===== src/rtl/plot_write_scheduler.sv =====
// Round-robin arbiter feeding N sample sources into the single plot_graph write port.
// Writes whose column is being scanned, or is next, are deferred until they are clear or time out.
module plot_write_scheduler #(
  parameter int N_SRC        = 2,
  parameter int COORD_W      = 2,
  parameter int AVOID_ACTIVE = 1,
  parameter int MAX_DEFER    = 15
) (
  input  logic                       clk_i,
  input  logic                       rst_i,
  input  logic [N_SRC-1:0]           req_i,
  input  logic [N_SRC*COORD_W-1:0]   coord_i,
  input  logic [N_SRC-1:0]           data_i,
  output logic [N_SRC-1:0]           gnt_o,
  input  logic [COORD_W-1:0]         current_column_i,
  output logic                       newdata_o,
  output logic [COORD_W-1:0]         plotcoord_o,
  output logic                       plotdata_o,
  output logic                       busy_o,
  output logic [7:0]                 force_cnt_o
);

  localparam int PTR_W  = (N_SRC > 1) ? $clog2(N_SRC) : 1;
  localparam int WAIT_W = $clog2(MAX_DEFER + 1);

  typedef enum logic [1:0] {S_IDLE, S_HOLD, S_ISSUE} state_t;

  state_t              state_q, state_d;
  logic [PTR_W-1:0]    ptr_q, ptr_d;
  logic [COORD_W-1:0]  hold_coord_q, hold_coord_d;
  logic                hold_data_q, hold_data_d;
  logic [WAIT_W-1:0]   wait_cnt_q, wait_cnt_d;
  logic                newdata_q, newdata_d;
  logic [COORD_W-1:0]  plotcoord_q, plotcoord_d;
  logic                plotdata_q, plotdata_d;
  logic [7:0]          force_cnt_q, force_cnt_d;

  logic                win_valid;
  logic [PTR_W-1:0]    win_idx;
  logic [PTR_W-1:0]    win_ptr_next;
  logic [COORD_W-1:0]  win_coord;
  logic                grant_take;
  logic [COORD_W-1:0]  next_col;
  logic                conflict;
  logic                defer_done;
  int                  k;

  // Scan from the farthest candidate to the nearest so the one closest to ptr wins.
  always_comb begin
    // NOTE: every combinational output gets a default first so no path can infer a latch.
    win_valid = 1'b0;
    win_idx   = '0;
    k         = 0;
    for (int i = N_SRC - 1; i >= 0; i--) begin
      k = int'(ptr_q) + i;
      if (k >= N_SRC) k = k - N_SRC;
      if (req_i[k]) begin
        win_valid = 1'b1;
        win_idx   = PTR_W'(k);
      end
    end
  end

  assign win_ptr_next = (win_idx == PTR_W'(N_SRC - 1)) ? '0 : win_idx + 1'b1;
  assign win_coord    = coord_i[win_idx*COORD_W +: COORD_W];
  assign grant_take   = !rst_i && win_valid && (state_q == S_IDLE || state_q == S_ISSUE);
  assign gnt_o        = grant_take ? (N_SRC'(1) << win_idx) : '0;

  assign next_col   = current_column_i + COORD_W'(1);
  assign conflict   = (AVOID_ACTIVE != 0) &&
                      (hold_coord_q == current_column_i || hold_coord_q == next_col);
  assign defer_done = (wait_cnt_q == WAIT_W'(MAX_DEFER));

  always_comb begin
    state_d      = state_q;
    ptr_d        = ptr_q;
    hold_coord_d = hold_coord_q;
    hold_data_d  = hold_data_q;
    wait_cnt_d   = wait_cnt_q;
    newdata_d    = 1'b0;
    plotcoord_d  = plotcoord_q;
    plotdata_d   = plotdata_q;
    force_cnt_d  = force_cnt_q;

    case (state_q)
      S_IDLE:  ;
      S_HOLD: begin
        if (conflict && !defer_done) begin
          wait_cnt_d = wait_cnt_q + 1'b1;
        end else begin
          state_d     = S_ISSUE;
          newdata_d   = 1'b1;
          plotcoord_d = hold_coord_q;
          plotdata_d  = hold_data_q;
          if (conflict && force_cnt_q != 8'hFF) force_cnt_d = force_cnt_q + 8'd1;
        end
      end
      S_ISSUE: state_d = S_IDLE;
      default: state_d = S_IDLE;
    endcase

    // Grants only happen in IDLE or ISSUE, so this never collides with the HOLD branch.
    if (grant_take) begin
      state_d      = S_HOLD;
      ptr_d        = win_ptr_next;
      hold_coord_d = win_coord;
      hold_data_d  = data_i[win_idx];
      wait_cnt_d   = '0;
    end
  end

  // NOTE: state registers use non-blocking assignments so every flop samples pre-edge values.
  always_ff @(posedge clk_i) begin
    if (rst_i) begin
      state_q      <= S_IDLE;
      ptr_q        <= '0;
      hold_coord_q <= '0;
      hold_data_q  <= 1'b0;
      wait_cnt_q   <= '0;
      newdata_q    <= 1'b0;
      plotcoord_q  <= '0;
      plotdata_q   <= 1'b0;
      force_cnt_q  <= '0;
    end else begin
      state_q      <= state_d;
      ptr_q        <= ptr_d;
      hold_coord_q <= hold_coord_d;
      hold_data_q  <= hold_data_d;
      wait_cnt_q   <= wait_cnt_d;
      newdata_q    <= newdata_d;
      plotcoord_q  <= plotcoord_d;
      plotdata_q   <= plotdata_d;
      force_cnt_q  <= force_cnt_d;
    end
  end

  assign newdata_o   = newdata_q;
  assign plotcoord_o = plotcoord_q;
  assign plotdata_o  = plotdata_q;
  assign busy_o      = (state_q != S_IDLE);
  assign force_cnt_o = force_cnt_q;

endmodule


===== config.mk =====
export PLATFORM = sky130hd
export DESIGN_NAME = plot_write_scheduler
export DESIGN_NICKNAME = d
export VERILOG_FILES = /design/src/rtl/plot_write_scheduler.sv
export SDC_FILE = /design/constraint.sdc
export NUM_CORES = 1
export LEC_CHECK = 0
export ABC_CLOCK_PERIOD_IN_PS = 1750
export BUFFER_PORTS_ARGS = -buffer_cell sky130_fd_sc_hd__buf_2
export CORE_UTILIZATION = 48
export CTS_BUF_LIST = sky130_fd_sc_hd__clkbuf_8
export DETAILED_ROUTE_END_ITERATION = 16
export PLACE_DENSITY = 0.88
export SLEW_MARGIN = 20
export SYNTH_ARGS = -nofsm -noshare
export SYNTH_HDL_FRONTEND = slang
export SYNTH_SLANG_ARGS = --single-unit

===== constraint.sdc =====
create_clock -name clk_i -period 1.75 [get_ports clk_i]
set_input_delay 0.0875 -clock clk_i [delete_from_list [all_inputs] [get_ports clk_i]]
set_output_delay 0.0875 -clock clk_i [all_outputs]
set_load 0.005 [all_outputs]

## Yosys cells after proc, flatten, opt, wreduce, memory -nomap -nowiden

Cells that the tools add are included.
W data, S select, Z words.

- Bits in registers: 22
- Word-level logic and storage cells: 73

- Add/sub/neg operators: 7
- Order comparisons: 5
- Equality and inequality tests: 9
- Shift operators: 2
- Muxes and demuxes: 20
- Bitwise gates (word level): 3
- Reductions and logical operators: 17

Operators with widths:

| cell | count |
|---|---|
| $lt A32 B3 Y1 const B | 2 |
| $mux W32 | 2 |
| $mux W1 | 15 |
| $add A8 B1 Y8 const B | 1 |
| $ne A8 B8 Y1 const B | 1 |
| $reduce_and A2 Y1 | 4 |
| $add A4 B1 Y4 const B | 1 |
| $eq A2 B2 Y1 | 2 |
| $eq A4 B4 Y1 const B | 1 |
| $logic_and A1 B1 Y1 | 4 |
| $mux W2 | 2 |
| $ne A2 B2 Y1 const B | 2 |
| $pmux W2 S2 | 1 |
| $reduce_or A2 Y1 | 2 |
| $shiftx A4 B3 Y2 | 1 |
| $ne A3 B3 Y1 const B | 1 |
| $not A1 Y1 | 3 |
| $reduce_and A3 Y1 | 1 |
| $sub A1 B2 Y3 const B | 1 |
| $sub A2 B2 Y3 const B | 1 |
| $add A1 B1 Y2 const B | 1 |
| $add A2 B1 Y2 const B | 1 |
| $eq A2 B1 Y1 const B | 1 |
| $eq A2 B2 Y1 const B | 1 |
| 9 further kinds | 11 |

## Longest topological paths before layout

Gate-level depths: netlist (run 1).

- Word-level depth: 12
- Mapped depth: 6

## Least setup slack after synthesis (run 1)

Ideal clock, no wire load.

- Path kind: register to register
- Start: register wait_cnt_q[0]
- End: register force_cnt_q[7] (netlist: force_cnt_o[7])
- Library setup time: 0.121 ns
- Arrival: 1.574 ns
- Required time: 1.629 ns
- Slack: 0.055 ns
- Stages on the path, launching flop included: 6
- Buffers on the path: 0
- Path through: dfxtp_1 ha_1 nand3_1 nand4b_2 nor4_1 mux2_2

- Cells in the longest elaborated chain, start to end: 5

Ends and longest elaborated chain:

| item | line | source |
|---|---|---|
| from (decl) | 32 | `logic [WAIT_W-1:0] wait_cnt_q, wait_cnt_d;` |
| from (signal assigned) | 129 | `wait_cnt_q <= wait_cnt_d;` |
| $eq A4 B4 Y1 | 72 | `assign defer_done = (wait_cnt_q == WAIT_W'(MAX_DEFER));` |
| $logic_not A1 Y1 | 88 | `if (conflict && !defer_done) begin` |
| $logic_and A1 B1 Y1 | 88 |  |
| $not A1 Y1 (no line) | -- |  |
| $reduce_and A3 Y1 (no line) | -- |  |
| to (signal assigned) | 133 | `force_cnt_q <= force_cnt_d;` |
| to (decl) | 36 | `logic [7:0] force_cnt_q, force_cnt_d;` |

Every way passes these cells.
A chain may end at the register's enable or synchronous reset.

## Final worst setup path (run 1)

- Start: register wait_cnt_q[1]
- End: register force_cnt_q[7] (netlist: force_cnt_o[7])

The elaborated chain is that of the path after synthesis.

==> flow_metrics.py, run 1 <==
metrics = {
    "run_status": {
        "outcome": "complete, no violations",
    },
    "cells_and_area": {
        "areaGrowthSynthToFinish_pct": 28.8,
        "diodes": 0,
        "fill_cells": 156,
        "final_core_util_pct": 67.0,
        "drive_above_1_share_pct": 34.2,
        "layout.nets": 161,
    },
    "global_route": {
        "grt_pass1_vias": 944,
        "overflow": 0,
        "grt_max_degree": 22,
        "track_usage_pct": 20.5,
        "grt_pass1_wl_um": 3770,
        "antenna_found_initial": 0,
    },
    "clocking": {
        "cts_tree": "done",
        "clockBufferDepth": 2,
        "cts_buffers": 3,
        "clkSlewWorstSetupHoldPaths_ns": 0.08,
        "clkLatencyLatePin_ns": 0.26,
        "htree_levels": 1,
        "ctsHoldBuffers": 0,
        "cts-root-buf": "clkbuf_8",
        "cts.sinks": 22,
    },
    "synthesis": {
        "yosys.area_share.simple_pct": 26.9,
        "synth_edf_count": 0,
        "synth_top_family_by_area": "simple AND/OR/NAND/NOR gates",
        "syn_area_um2": 1030,
        "syn_inst": 111,
        "synthAdderAreaFrac_pct": 2.43,
        "synth.distinct_cells": 32,
        "synth_compound_area_share_pct": 9.47,
        "ys_ff_latch": 22,
        "synth_nets": 125,
        "synth_xor_area_share_pct": 8.50,
        "yosysWarnings": 0,
        "synthMuxAreaShare_pct": 8.13,
        "ys_seq_area_share_pct": 42.7,
        "synthArstFlopShare_pct": 0,
        "avgSynthCellArea_um2": 9.29,
        "synth-main-ff-cell": "dfxtp_1",
    },
    "route": {
        "drt-vias-per-instance": 5.47,
        "drc_errors": 0,
        "wl_um": 2190,
        "dr_total_vias": 947,
        "ant_nets": 0,
        "wl_per_cell_um": 12.6,
        "dr.first_iter.drc_count": 28,
        "first_pass_iters": 5,
    },
    "worst_setup_path": {
        "worstSetupPathType": "reg -> reg",
        "crit_fanout": 3,
        "critical_path_arrival_ns": 1.84,
        "slowest_stage": "mux2_2",
        "slowest_delay_ns": 0.38,
        "cp_cell_sequence": "ha_1, nand3_1, nand4b_4, nor4_1, mux2_2",
        "critPathLaunchType": "flop",
        "end_kind": "flop",
        "path_buf_inv": 0,
        "required_ns": 1.90,
        "cpLargestDelayFamily": "simple AND/OR/NAND/NOR gates",
    },
    "placement": {
        "gp_congestion": 0.816,
        "hpwl_um": 1680,
        "portBuffers": 26,
    },
    "timing": {
        "fin_crit_ns": 1.69,
        "hold_ws_ns": 0.0832,
        "hold_viol": 0,
        "fin_crit_sh_pct": 96.7,
        "fin_skew_ns": 0.00120,
        "worst_pin_slew_ns": 0.378,
        "fmax_mhz": 591,
        "maxSlewHeadroom_pct": 74.7,
        "setup_viol": 0,
        "maxSlewViolCount": 0,
    },
    "floorplan": {
        "fp-row-count": 16,
        "core-area_um2": 1980,
        "initial_core_util_pct": 52.0,
        "dieWidth_um": 48.3,
        "die_h_um": 48.3,
        "ioPinCount": 27,
        "dieArea_um2": 2340,
    },
    "power": {
        "powerDensity_nw_per_um2": 773,
        "irDropWorstVdd_uv": 647,
        "total_leakage_power_nw": 0.584,
    },
    "run": {
        "cap_violations": 0,
    },
    "worst_hold_path": {
        "hold_class": "in -> reg",
    },
}
==> synth_stat cells (all sizes together), types with 3 or more instances <==
cell type | number | area (µm²)
dfxtp | 22 | 440
nor2 | 16 | 60.1
a21oi | 7 | 35.0
nand2 | 7 | 26.3
nand3 | 7 | 35.0
nor2b | 6 | 37.5
mux2i | 5 | 50.1
xnor2 | 4 | 53.8
a222oi | 3 | 30.0
inv | 3 | 11.3
mux2 | 3 | 33.8
nand2b | 3 | 18.8
xor2 | 3 | 33.8
==> registers in the layout, summed over array words and instances (netlist names) <==
signal,flops
ptr_q,1
plotcoord_o,2
newdata_o,1
hold_coord_q,2
state_q,2
plotdata_o,1
hold_data_q,1
wait_cnt_q,4
force_cnt_o,8
==> cells in the final DEF, fill, tap and decap left out, types with 2 or more instances in the layout <==
cell / n
a21oi_1: 7
nand4_1: 2
ha_1: 2
a222oi_1: 3
xnor2_1: 2
dfxtp_1: 20
buf_2: 26
clkbuf_8: 4
nor2_1: 16
nor2b_1: 5
inv_1: 3
dfxtp_2: 2
xor2_1: 2
mux2i_1: 5
buf_4: 7
or3_1: 2
nand2b_1: 3
mux2_2: 3
o21ai_0: 2
nand2_1: 7
nand3_1: 7
==> worst min-delay path: cells and delay by family <==
| kind | cells | cell delay (ns) |
|---|---|---|
| AND/OR/NAND/NOR | 1 | 0.08 |
| buffers and inverters | 1 | 0.08 |
| AO/OA/AOI/OAI | 1 | 0.07 |
==> through the flow <==
stage	std cells	power (mW)	worst slack, ns	setup TNS [ns]	area, µm²
6_report	173	1.03	0.0578	0	1330
5_1_grt	173	1.08	-0.0104	-0.0218	1330
4_1_cts	172	1.02	0.00703	0	1290
3_5_place_dp	168	0.667	0.0356	0	1230
3_3_place_gp	168	0.662	0.0905	0	1230
2_1_floorplan	111	0.618	0.0550	0	1030
==> routing by layer <==
layer,global-route usage (%),up-vias,part of all wire (%)
li1,-,462,-
met1,21.7,434,39
met2,37.6,45,51
met3,3.14,6,7.5
met4,13.2,0,2.2
met5,0,-,0
==> final timing paths <==
path | from | to | slack (ns) | cells past startpoint
setup reg to reg | wait_cnt_q[1]$_SDFFE_PP0P_ | force_cnt_o[7]$_SDFFE_PP0P_ | 0.06 | 5
hold / removal | coord_i[2] | hold_coord_q[0]$_SDFFE_PP0P_ | 0.08 | 3
setup / recovery | wait_cnt_q[1]$_SDFFE_PP0P_ | force_cnt_o[7]$_SDFFE_PP0P_ | 0.06 | 5
hold reg to reg | ptr_q$_SDFFE_PP0P_ | ptr_q$_SDFFE_PP0P_ | 0.49 | 1
==> report_power, final <==
part / leakage (nW) / internal [mW] / switching (mW)
clock: 0.0288 / 0.201 / 0.159
sequential: 0.179 / 0.515 / 0.0129
combinational: 0.376 / 0.0662 / 0.0720
==> repair_timing <==
action | 4_1_cts | 5_1_grt
resized for setup | 0 | 7
setup endpoints to repair | 0 | 7
setup buffers | 0 | 1
==> area by class of cell <==
type,count,area [µm²],share of cell area (%)
multi-input combinational,84,602,45.3
inverter,3,11.3,0.848
timing repair buffer,33,183,13.8
clock buffer,4,55.1,4.15
tap,27,33.8,2.54
sequential,22,443,33.4
==> cells by family after synthesis <==
family,Yosys count
compound gates,15
buf+inv,5
fa+ha+maj,2
mux,8
simple gates,52
xor+xnor,7
flops,22
Power figures use the tool's default switching activity.
==> run 2: changes to the inputs <==
==> constraint.sdc (replaced) <==
create_clock -name clk_i -period 1.75 [get_ports clk_i]
set_input_delay 0.35 -clock clk_i [delete_from_list [all_inputs] [get_ports clk_i]]
set_output_delay 0.35 -clock clk_i [all_outputs]
set_load 0.005 [all_outputs]
==> run 2 against run 1 <==
Register-to-register slack improved by 0.05 ns; via count rose by 0.63%; total power rose by 1.1%; maximum frequency rose by 3.0%; sequential share of layout area fell by 1.3 points; die area did not move; highest routed layer unchanged.
==> flow_metrics.py, run 2 (synthesis results as in run 1) <==
metrics = {
    "run_status": {
        "outcome": "complete, no violations",
    },
    "cells_and_area": {
        "final_cell_mix": "buf_2, dfxtp_1, nor2_1",
        "fill_cells": 143,
        "final_core_util_pct": 69.7,
        "drive_above_1_share_pct": 38.6,
        "areaGrowthSynthToFinish_pct": 34.0,
        "diodes": 0,
        "largest_reg_flops": 8,
        "layout.nets": 168,
        "fin_cells": 180,
        "final_common_cell": "buf_2",
    },
    "timing": {
        "maxSlewViolCount": 0,
        "rsz0062_at_grt": "no",
        "maxSlewHeadroom_pct": 73.5,
        "worst_pin_slew_ns": 0.396,
        "fin_crit_ns": 1.64,
        "layout_setup_ws_ns": 0.106,
        "fin_crit_sh_pct": 93.9,
        "fin_skew_ns": 0.00150,
        "setup_viol": 0,
        "hold_viol": 0,
        "fmax_mhz": 608,
        "setup_tns_ns": 0,
    },
    "placement": {
        "pre_cts_slack_ns": -0.0650,
        "gp_congestion": 0.807,
        "hpwl_um": 1660,
        "place_inst": 176,
        "portBuffers": 26,
    },
    "global_route": {
        "antenna_found_initial": 0,
        "grt_pass1_wl_um": 3770,
        "grt_pass1_vias": 949,
        "grt_max_degree": 22,
        "overflow": 0,
        "track_usage_pct": 20.4,
    },
    "worst_hold_path": {
        "hold_depth": 3,
        "hold_class": "in -> reg",
    },
    "floorplan": {
        "initial_core_util_pct": 52.0,
        "ioPinCount": 27,
        "dieArea_um2": 2340,
        "die_h_um": 48.3,
        "dieWidth_um": 48.3,
        "fp-row-count": 16,
        "core-area_um2": 1980,
    },
    "worst_setup_path": {
        "crit_fanout": 4,
        "reg2regPathDepth": 5,
        "critPathLaunchType": "flop",
        "worstSetupPathType": "reg -> reg",
        "end_kind": "flop",
        "critical_path_arrival_ns": 1.80,
        "required_ns": 1.91,
    },
    "clocking": {
        "cts-root-buf": "clkbuf_8",
        "cts_tree": "done",
        "ctsHoldBuffers": 0,
        "clkLatencyLatePin_ns": 0.26,
        "cts_buffers": 3,
        "htree_levels": 1,
        "clockBufferDepth": 2,
        "clkSlewWorstSetupHoldPaths_ns": 0.08,
        "cts.sinks": 22,
    },
    "route": {
        "ant_nets": 0,
        "dr.first_iter.drc_count": 13,
        "drt-vias-per-instance": 5.29,
        "dr_total_vias": 953,
        "wl_um": 2240,
        "wl_per_cell_um": 12.5,
        "drc_errors": 0,
        "first_pass_iters": 4,
    },
    "power": {
        "irDropWorstVdd_uv": 528,
        "total_leakage_power_nw": 0.607,
        "finalPower_mw": 1.04,
        "powerDensity_nw_per_um2": 751,
    },
    "run": {
        "cap_violations": 0,
    },
}
[run 2: cell count changes in the layout (fill, tap and decap cells not counted)]
cell / before / now
buf_4: 7 / 14
ha_1: 2 / 1
ha_2: 0 / 1
nand3_1: 7 / 6
nand3_2: 0 / 1
nor2b_2: 0 / 1
nor2b_4: 1 / 0
nor4_1: 1 / 0
nor4_2: 1 / 2
xnor2_1: 2 / 3
xnor2_2: 1 / 0
[run 2: path summary, 6_finish.rpt]
check                           slack, ns                           end                          from
worst max register to register       0.11   force_cnt_o[7]$_SDFFE_PP0P_  hold_coord_q[1]$_SDFFE_PP0P_
worst max-delay path                 0.11   force_cnt_o[7]$_SDFFE_PP0P_  hold_coord_q[1]$_SDFFE_PP0P_
worst min-delay path                 0.34  hold_coord_q[0]$_SDFFE_PP0P_                    coord_i[2]
worst min register to register       0.50   plotcoord_o[0]$_SDFFE_PP0P_   plotcoord_o[0]$_SDFFE_PP0P_
[run 2: per-layer routing]
layer  vias to the layer above  track usage, %  share of wire [%]
li1                        474               -                  -
met1                       449            22.2                 43
met2                        27            38.7                 52
met3                         3            2.83                3.7
met4                         0            9.31                1.5
met5                         -               0                  0
[run 2: worst max-delay path, cell delays in order, from the launching register on]
cell,delay [ns]
dfxtp_2,0.36
xnor2_4,0.19
xor2_2,0.23
nand4b_4,0.14
nor4_2,0.25
mux2_2,0.37
[run 2: report_power, final]
group,internal [mW],switching (mW)
clock network,0.201,0.164
registers,0.515,0.0117
logic,0.0711,0.0750
total,0.787,0.251
[run 2: area by class of cell]
cell class              count  area (µm²)  area share [%]
multi-input cells          84         603            43.7
flip-flops and latches     22         443            32.1
repair buffers             40         235            17.0
clock buffers               4        55.1            3.99
well taps                  27        33.8            2.45
inverters                   3        11.3           0.815
[run 2: metrics by stage]
stage               hold WS [ns]  cell area, µm²
floorplan                  0.449            1030
global placement           0.462            1290
detailed placement         0.482            1290
CTS                        0.343            1350
global route               0.362            1380
finish                     0.343            1380
[run 2: timing repair]
action	CTS	global route
buffers inserted	0	0
resized for setup	0	8
gates cloned	0	0
pin swaps	1	0
endpoints found under the setup margin	2	7
